--- config.mk ---
export PLATFORM = sky130hd
export DESIGN_NAME = i2c_slave
export DESIGN_NICKNAME = d
export VERILOG_FILES = /design/src/rtl/i2c_slave.sv
export SDC_FILE = /design/constraint.sdc
export NUM_CORES = 1
export LEC_CHECK = 0
export ABC_AREA = 0
export ABC_CLOCK_PERIOD_IN_PS = 5150
export CAP_MARGIN = 20
export CELL_PAD_IN_SITES_DETAIL_PLACEMENT = 0
export CELL_PAD_IN_SITES_GLOBAL_PLACEMENT = 1
export CORE_MARGIN = 4
export CORE_UTILIZATION = 46
export DETAILED_ROUTE_END_ITERATION = 6
export PLACE_DENSITY = 0.92
export SYNTH_ARGS = -nofsm -noshare
export SYNTH_HDL_FRONTEND = slang
export SYNTH_SLANG_ARGS = --single-unit
--- constraint.sdc ---
create_clock -name clk -period 5.15 [get_ports clk]
set_input_delay 0.515 -clock clk [delete_from_list [all_inputs] [get_ports clk]]
set_output_delay 0.515 -clock clk [all_outputs]
set_load 0.02 [all_outputs]
--- src/rtl/i2c_slave.sv ---
// I2C target exposing an 8x8-bit register bank with pointer-based writes and sequential reads.
// Optional macro I2C_SLAVE_AUTOINC_EN: pointer advances after each written byte and each ACKed read byte.
module i2c_slave #(
    parameter logic [6:0] DEV_ADDR = 7'h42
) (
    input  logic        clk,
    input  logic        rst_n,
    input  logic        SCL,
    input  logic        SDA,
    output logic        SDA_oe_top,
    output logic        SDA_reg_top,
    output logic [63:0] regs_out,
    output logic        rx_valid,
    output logic [2:0]  rx_addr,
    output logic        busy
);

    typedef enum logic [3:0] {
        S_IDLE,
        S_ADDR,
        S_ADDR_ACK,
        S_MEM_ADDR,
        S_MEM_ACK,
        S_WR_DATA,
        S_WR_ACK,
        S_RD_DATA,
        S_RD_ACK,
        S_IGNORE
    } state_t;

    logic scl_s1, scl_s2, scl_d;
    logic sda_s1, sda_s2, sda_d;

    state_t      state_q, state_d;
    logic [2:0]  bit_cnt_q, bit_cnt_d;
    logic [7:0]  shift_q, shift_d;
    logic [7:0]  tx_q, tx_d;
    logic [2:0]  ptr_q, ptr_d;
    logic [63:0] regs_q, regs_d;
    logic        oe_q, oe_d;
    logic        ack_ph_q, ack_ph_d;
    logic        rw_q, rw_d;
    logic        busy_q, busy_d;
    logic        rx_valid_q, rx_valid_d;
    logic [2:0]  rx_addr_q, rx_addr_d;

    logic       scl_rise, scl_fall, start_det, stop_det, last_bit;
    logic [7:0] byte_in, reg_cur, reg_next;
    logic [2:0] ptr_adv;

    // Synchronizers reset to the idle-high bus level so reset release is not seen as an edge.
    always_ff @(posedge clk or negedge rst_n) begin
        if (!rst_n) begin
            scl_s1 <= 1'b1;
            scl_s2 <= 1'b1;
            scl_d  <= 1'b1;
            sda_s1 <= 1'b1;
            sda_s2 <= 1'b1;
            sda_d  <= 1'b1;
        end else begin
            scl_s1 <= SCL;
            scl_s2 <= scl_s1;
            scl_d  <= scl_s2;
            sda_s1 <= SDA;
            sda_s2 <= sda_s1;
            sda_d  <= sda_s2;
        end
    end

    assign scl_rise  = scl_s2 & ~scl_d;
    assign scl_fall  = ~scl_s2 & scl_d;
    assign start_det = scl_s2 & sda_d & ~sda_s2;
    assign stop_det  = scl_s2 & ~sda_d & sda_s2;
    assign last_bit  = (bit_cnt_q == 3'd7);
    assign byte_in   = {shift_q[6:0], sda_s2};

`ifdef I2C_SLAVE_AUTOINC_EN
    assign ptr_adv = ptr_q + 3'd1;
`else
    assign ptr_adv = ptr_q;
`endif

    assign reg_cur  = regs_q[{ptr_q, 3'b000} +: 8];
    assign reg_next = regs_q[{ptr_adv, 3'b000} +: 8];

    always_ff @(posedge clk or negedge rst_n) begin
        if (!rst_n) begin
            state_q    <= S_IDLE;
            bit_cnt_q  <= 3'd0;
            shift_q    <= 8'd0;
            tx_q       <= 8'd0;
            ptr_q      <= 3'd0;
            regs_q     <= 64'd0;
            oe_q       <= 1'b0;
            ack_ph_q   <= 1'b0;
            rw_q       <= 1'b0;
            busy_q     <= 1'b0;
            rx_valid_q <= 1'b0;
            rx_addr_q  <= 3'd0;
        end else begin
            state_q    <= state_d;
            bit_cnt_q  <= bit_cnt_d;
            shift_q    <= shift_d;
            tx_q       <= tx_d;
            ptr_q      <= ptr_d;
            regs_q     <= regs_d;
            oe_q       <= oe_d;
            ack_ph_q   <= ack_ph_d;
            rw_q       <= rw_d;
            busy_q     <= busy_d;
            rx_valid_q <= rx_valid_d;
            rx_addr_q  <= rx_addr_d;
        end
    end

    // START/STOP take priority over any SCL edge seen in the same cycle.
    always_comb begin
        state_d    = state_q;
        bit_cnt_d  = bit_cnt_q;
        shift_d    = shift_q;
        tx_d       = tx_q;
        ptr_d      = ptr_q;
        regs_d     = regs_q;
        oe_d       = oe_q;
        ack_ph_d   = ack_ph_q;
        rw_d       = rw_q;
        busy_d     = busy_q;
        rx_valid_d = 1'b0;
        rx_addr_d  = rx_addr_q;

        if (stop_det) begin
            state_d  = S_IDLE;
            busy_d   = 1'b0;
            oe_d     = 1'b0;
            ack_ph_d = 1'b0;
        end else if (start_det) begin
            state_d   = S_ADDR;
            bit_cnt_d = 3'd0;
            shift_d   = 8'd0;
            oe_d      = 1'b0;
            ack_ph_d  = 1'b0;
        end else begin
            case (state_q)
                S_ADDR: begin
                    if (scl_rise) begin
                        shift_d   = byte_in;
                        bit_cnt_d = bit_cnt_q + 3'd1;
                        if (last_bit) begin
                            if (byte_in[7:1] == DEV_ADDR) begin
                                state_d = S_ADDR_ACK;
                                busy_d  = 1'b1;
                                rw_d    = byte_in[0];
                            end else begin
                                state_d = S_IGNORE;
                            end
                        end
                    end
                end
                // First fall after bit 8 pulls SDA low; the fall ending the 9th clock releases it.
                S_ADDR_ACK, S_MEM_ACK, S_WR_ACK: begin
                    if (scl_fall) begin
                        if (!ack_ph_q) begin
                            oe_d     = 1'b1;
                            ack_ph_d = 1'b1;
                        end else begin
                            oe_d      = 1'b0;
                            ack_ph_d  = 1'b0;
                            bit_cnt_d = 3'd0;
                            if (state_q == S_ADDR_ACK && rw_q) begin
                                state_d = S_RD_DATA;
                                oe_d    = ~reg_cur[7];
                                tx_d    = {reg_cur[6:0], 1'b0};
                            end else if (state_q == S_ADDR_ACK) begin
                                state_d = S_MEM_ADDR;
                            end else begin
                                state_d = S_WR_DATA;
                            end
                        end
                    end
                end
                S_MEM_ADDR: begin
                    if (scl_rise) begin
                        shift_d   = byte_in;
                        bit_cnt_d = bit_cnt_q + 3'd1;
                        if (last_bit) begin
                            ptr_d   = byte_in[2:0];
                            state_d = S_MEM_ACK;
                        end
                    end
                end
                S_WR_DATA: begin
                    if (scl_rise) begin
                        shift_d   = byte_in;
                        bit_cnt_d = bit_cnt_q + 3'd1;
                        if (last_bit) begin
                            regs_d[{ptr_q, 3'b000} +: 8] = byte_in;
                            rx_valid_d = 1'b1;
                            rx_addr_d  = ptr_q;
                            ptr_d      = ptr_adv;
                            state_d    = S_WR_ACK;
                        end
                    end
                end
                S_RD_DATA: begin
                    if (scl_rise) begin
                        bit_cnt_d = bit_cnt_q + 3'd1;
                        if (last_bit) begin
                            state_d = S_RD_ACK;
                        end
                    end else if (scl_fall) begin
                        oe_d = ~tx_q[7];
                        tx_d = {tx_q[6:0], 1'b0};
                    end
                end
                S_RD_ACK: begin
                    if (scl_fall) begin
                        oe_d = 1'b0;
                    end else if (scl_rise) begin
                        if (!sda_s2) begin
                            ptr_d     = ptr_adv;
                            tx_d      = reg_next;
                            bit_cnt_d = 3'd0;
                            state_d   = S_RD_DATA;
                        end else begin
                            state_d = S_IGNORE;
                        end
                    end
                end
                default: begin
                end
            endcase
        end
    end

    assign SDA_oe_top  = oe_q;
    assign SDA_reg_top = 1'b0;
    assign regs_out    = regs_q;
    assign rx_valid    = rx_valid_q;
    assign rx_addr     = rx_addr_q;
    assign busy        = busy_q;

endmodule

======== Word level (Yosys, flattened, before mapping) ========
Cells that the tools add are included.
cells by class
  $add $sub $neg .......................... 2
  eq/ne operators ......................... 40
  shift-type cells ........................ 3
  muxes and demuxes ....................... 65
  bitwise logic cells ..................... 14
  reductions and logical operators ........ 26
operator list
  operator                                              number
  bitwise mux 64 bit                                    1
  2-to-1 mux 4 bit                                      16
  2-to-1 mux 8 bit                                      8
  variable shift 8 x 8 -> 64 bit, first input constant  1
  variable part select 64 x 7 -> 8 bit                  1
  variable part select 8 x 8 -> 64 bit                  1
  inequality test 4 bit, second input constant          15
  2-to-1 mux 3 bit                                      9
  2-to-1 mux 1 bit                                      24
  one-hot mux 4 bit (6 select lines)                    1
  one-hot mux 8 bit (3 select lines)                    1
  2-to-1 mux 7 bit                                      3
  AND reduction 5 bit                                   4
  == test 4 x 3 -> 1 bit, second input constant         4
  inequality test 2 bit, second input constant          8
  inequality test 3 bit, second input constant          5
  AND reduction 13 bit                                  1
  nonzero test 2 bit                                    6
  AND reduction 11 bit                                  1
  one-hot mux 3 bit (3 select lines)                    1
  nonzero test 3 bit                                    3
  == test 4 x 2 -> 1 bit, second input constant         2
  negation 6 -> 8 bit                                   1
  NOT 1 bit                                             8
  19 further kinds                                      25
storage, ports and cells
  flip-flop bits (word level) ............. 103
  input bits .............................. 4
  output and inout bits ................... 71
  word-level logic and storage cells ...... 168

======== Logic depth before layout (Yosys ltp) ========
  depth after elaboration ................. 8
  gate-level depth with buffers ........... 12
  gate-level depth less buffers ........... 8

======== Worst setup path after synthesis ========
OpenSTA, ideal clock, no wires.
  kind .................................... register to register
  from .................................... reg ptr_q[0], in the netlist ptr_adv[0]
  to ...................................... reg regs_q[0], in the netlist regs_out[0]
  library setup time ...................... 125 ps
  data arrival time ....................... 2317 ps
  data required time ...................... 5025 ps
  slack ................................... 2709 ps
  stages on the path, launching flop included .. 9
  path buffers ............................ 3
  path through ............................ dfrtp_1 buf_4 buf_4 buf_6 inv_1 ha_1 ha_1 nor4_4 mux2_2
on the way
  word-level cells in the longest chain between the ends .. 3
  elaborated cells between the ends (all ways) .. 4
RTL lines
  item                                                                                    line  RTL
  from (decl)                                                                             38    logic [2:0] ptr_q, ptr_d;
  from (signal assigned)                                                                  105   ptr_q <= ptr_d;
  negation 6 -> 8 bit (*)                                                                 196   regs_d[{ptr_q, 3'b000} +: 8] = byte_in;
  variable part select 8 x 8 -> 64 bit or variable shift 8 x 8 -> 64 bit (tied branches)  196
  bitwise mux 64 bit (*)                                                                  196
  to (signal assigned)                                                                    106   regs_q <= regs_d;
  to (decl)                                                                               39    logic [63:0] regs_q, regs_d;
Every way passes the cells marked *; elsewhere a longest branch is shown, timed or not.
A chain may end at the register's enable or synchronous reset.

======== Worst setup path after layout ========
  from .................................... reg ptr_q[1], in the netlist ptr_adv[1]
  to ...................................... reg regs_q[33], in the netlist regs_out[33]
Same word-level chain as after synthesis.

==> impl_metrics.ini <==
[yosys]
synth-simple-area-share_pct = 16.35
syn_area_per_cell_um2 = 10.15
yosys.area.top_type_share_pct = 46.78
seq_area_frac_synth_pct = 49.82
synth-edff-count = 0
ys_types = 64
async_flop_share_pct = 100.0
synth_area_um2 = 5189
ys_seq_elements = 103
synth_compound_area_share_pct = 15.75
synth-main-ff-cell = dfrtp_1
syn_nets = 522
yosysWarnings = 0
syn-instance-count = 511
synth_area_leaders = dfrtp_1 47%, o21ai_0 7.1%, nand2_1 7.0%, mux2_2 6.1%, mux2i_1 3.7%
synthAdderAreaFrac_pct = 1.881
synthMuxAreaShare_pct = 11.91
synth_top_area_cell = dfrtp_1
synth_xor_xnor_area_share_pct = 0.3376
synth_top_family_by_area = simple AND/OR/NAND/NOR gates

[sta]
maxSlewViolCount = 0
layout_min_cycle_time_ns = 3.542
fmax_mhz = 282.3
finalSetupTns_ns = 0
rsz0062_at_grt = no
setup_viol = 0
worst_pin_slew_ns = 0.9720
slew_headroom_pct = 35.20
fin_crit_sh_pct = 68.78
timing.final.ws_setup_ns = 1.608
hold_viol = 0
fin_worst_skew_ns = 0.008166

[global_route]
grt_pass1_vias = 4209
antenna_found_initial = 0
grt_usage_pct = 22.46
grt-ovfl-total = 0
grt_pass1_wl_um = 22500
grt_max_degree = 53

[setup_path]
end_kind = register
worstReg2RegEnd = regs_out[33]
crit_required_ns = 5.38
rr_worst_depth = 7
critPathLaunchType = register
critPathKind = reg2reg
r2r-start = ptr_adv[1]
cp_max_fo = 22
critical_path.startpoint = ptr_adv[1]
r2r_slack_ns = 1.61
crit_arrival_ns = 3.77

[cts]
clkTransAtPathRegs_ns = 0.06
cts_made_buffers = 9
htree_num_levels = 3
hold_buffers = 0
cts_setup_buffers = 0
clk_path_buf_depth = 2
cts.sinks = 103
cts-root-buf = clkbuf_16
post_cts_resized = 0
cts_tree = yes
clock_latency_ns = 0.35

[routing]
via_per_inst = 5.977
vias = 4232
wl_um = 14340
wire_per_inst_um = 20.25
antenna_left = 0
drc = 0
drtIter0Drc = 260
drtPass1Iterations = 5

[hold_path]
hold_class = in2async

[cells_and_area]
fin_nets = 574
antenna_cells = 0
utilization_pct = 57.17
fin_area_um2 = 6252
fillCellCount = 934
drive_gt1_share_pct = 12.15
syn2layout_area_growth_pct = 20.50

[pwr]
p_per_area_nw_per_um2 = 327.4
power_leakage_uw = 0.002590
ir_drop_uv = 168.9
finalPower_uw = 2047

[floorplan]
die_h_um = 114.2
rows = 38
die-area_um2 = 13040
start_util_pct = 47.45
core-area_um2 = 10940
die_w_um = 114.2
io_pins = 75

[place]
place_ws_ns = 1.728
placedInstanceArea_um2 = 5936
hpwl_um = 10320
portBuffers = 73
gp_congestion = 0.8703

[status]
status = completed

[job]
cap_violations = 0
[cells in the mapped netlist (2+ instances only)]
cell type	n
buf_2	14
mux2_2	28
a22o_1	9
o21ai_0	74
o221ai_1	3
nor4_4	2
a32oi_1	2
inv_1	7
dfrtp_1	97
and4_1	2
nor3b_1	2
clkbuf_1	12
or3_1	2
a211oi_1	2
nor2_1	12
and4b_1	2
o31ai_1	2
buf_4	5
nand2_1	97
mux2i_1	19
and3_1	7
nand2b_1	4
nor3_1	3
o22ai_1	12
dfstp_2	6
o211ai_1	2
a21oi_1	8
a22oi_1	2
o22a_1	2
ha_1	7
o21bai_1	2
xor2_1	2
mux4_2	5
nor2b_1	4
nand3_1	21
or2_2	2
buf_1	2
[state kept, by name (all words and copies together) (netlist names), 3 cells and up]
| signal | count |
|---|---|
| bit_cnt_q | 3 |
| regs_out | 64 |
| rx_addr | 3 |
| shift_q | 7 |
| tx_q | 8 |
| ptr_adv | 3 |
| state_q | 4 |
[worst max path at each step]
stage | end | slack [ns] | cells past startpoint
after global placement | regs_out[33] | 1.85 | 7
after floorplan | regs_out[0] | 2.71 | 8
after CTS | regs_out[33] | 1.67 | 7
final | regs_out[33] | 1.61 | 7
after detailed placement | regs_out[33] | 1.73 | 7
after global routing | regs_out[33] | 1.39 | 7
[placed cells by master (no fill, tap or decap), types with 3 or more instances in the layout]
master            n
dfrtp_1          97
nand2_1          97
o21ai_0          74
clkdlybuf4s50_1  72
mux2_2           28
nand3_1          21
mux2i_1          19
nor2_1           12
o22ai_1          12
a22o_1            9
clkbuf_16         9
a21oi_1           8
inv_1             7
and3_1            7
ha_1              7
dfstp_2           6
mux4_2            5
nand2b_1          4
nor2b_1           4
nor3_1            3
o221ai_1          3
buf_4             3
[cell families after synthesis]
| group | count (synthesis) |
|---|---|
| XOR/XNOR | 2 |
| AND/OR/NAND/NOR | 170 |
| buffers and inverters | 42 |
| other | 1 |
| flip-flops | 103 |
| AO/OA/AOI/OAI | 133 |
| multiplexers | 52 |
| adder cells (fa/ha/maj) | 8 |
[power breakdown]
part,switching [uW],internal (uW)
Combinational,197,165
Clock,291,438
Sequential,109,848
[area by class of cell]
cell class	instances	area, um2	share of cell area [%]
Tap cell	140	175.2	2.802
Sequential cell	103	2585	41.34
Clock inverter	4	70.07	1.121
Inverter	8	30.03	0.4803
Timing Repair Buffer	75	743.2	11.89
Multi-Input combinational cell	366	2402	38.42
Clock buffer	12	246.5	3.942
[critical path, cell delays in order, from the launching register on]
cell     delay (ns)
dfrtp_1        0.98
inv_1          0.22
ha_1           0.26
ha_1           0.21
nor2_1         0.64
and3_1         0.26
nand4_1        0.41
mux2_2         0.45
[per-stage QoR]
step | hold WS (ns) | std cells
floorplan | 0.2194 | 511
global placement | 0.3466 | 692
detailed placement | 0.3470 | 692
CTS | 0.2150 | 708
global route | 0.2314 | 708
finish | 0.1829 | 708
[per-layer routing]
| layer | part of all wire [%] | GRT usage, % | vias up |
|---|---|---|---|
| met5 | 0 | 0 | - |
| met4 | 4.0 | 9.660 | 0 |
| met3 | 5.9 | 5.497 | 42 |
| met2 | 48 | 35.64 | 170 |
| met1 | 42 | 29.44 | 2079 |
| li1 | - | - | 1941 |
Note: power is estimated with default switching activity, not from simulation.
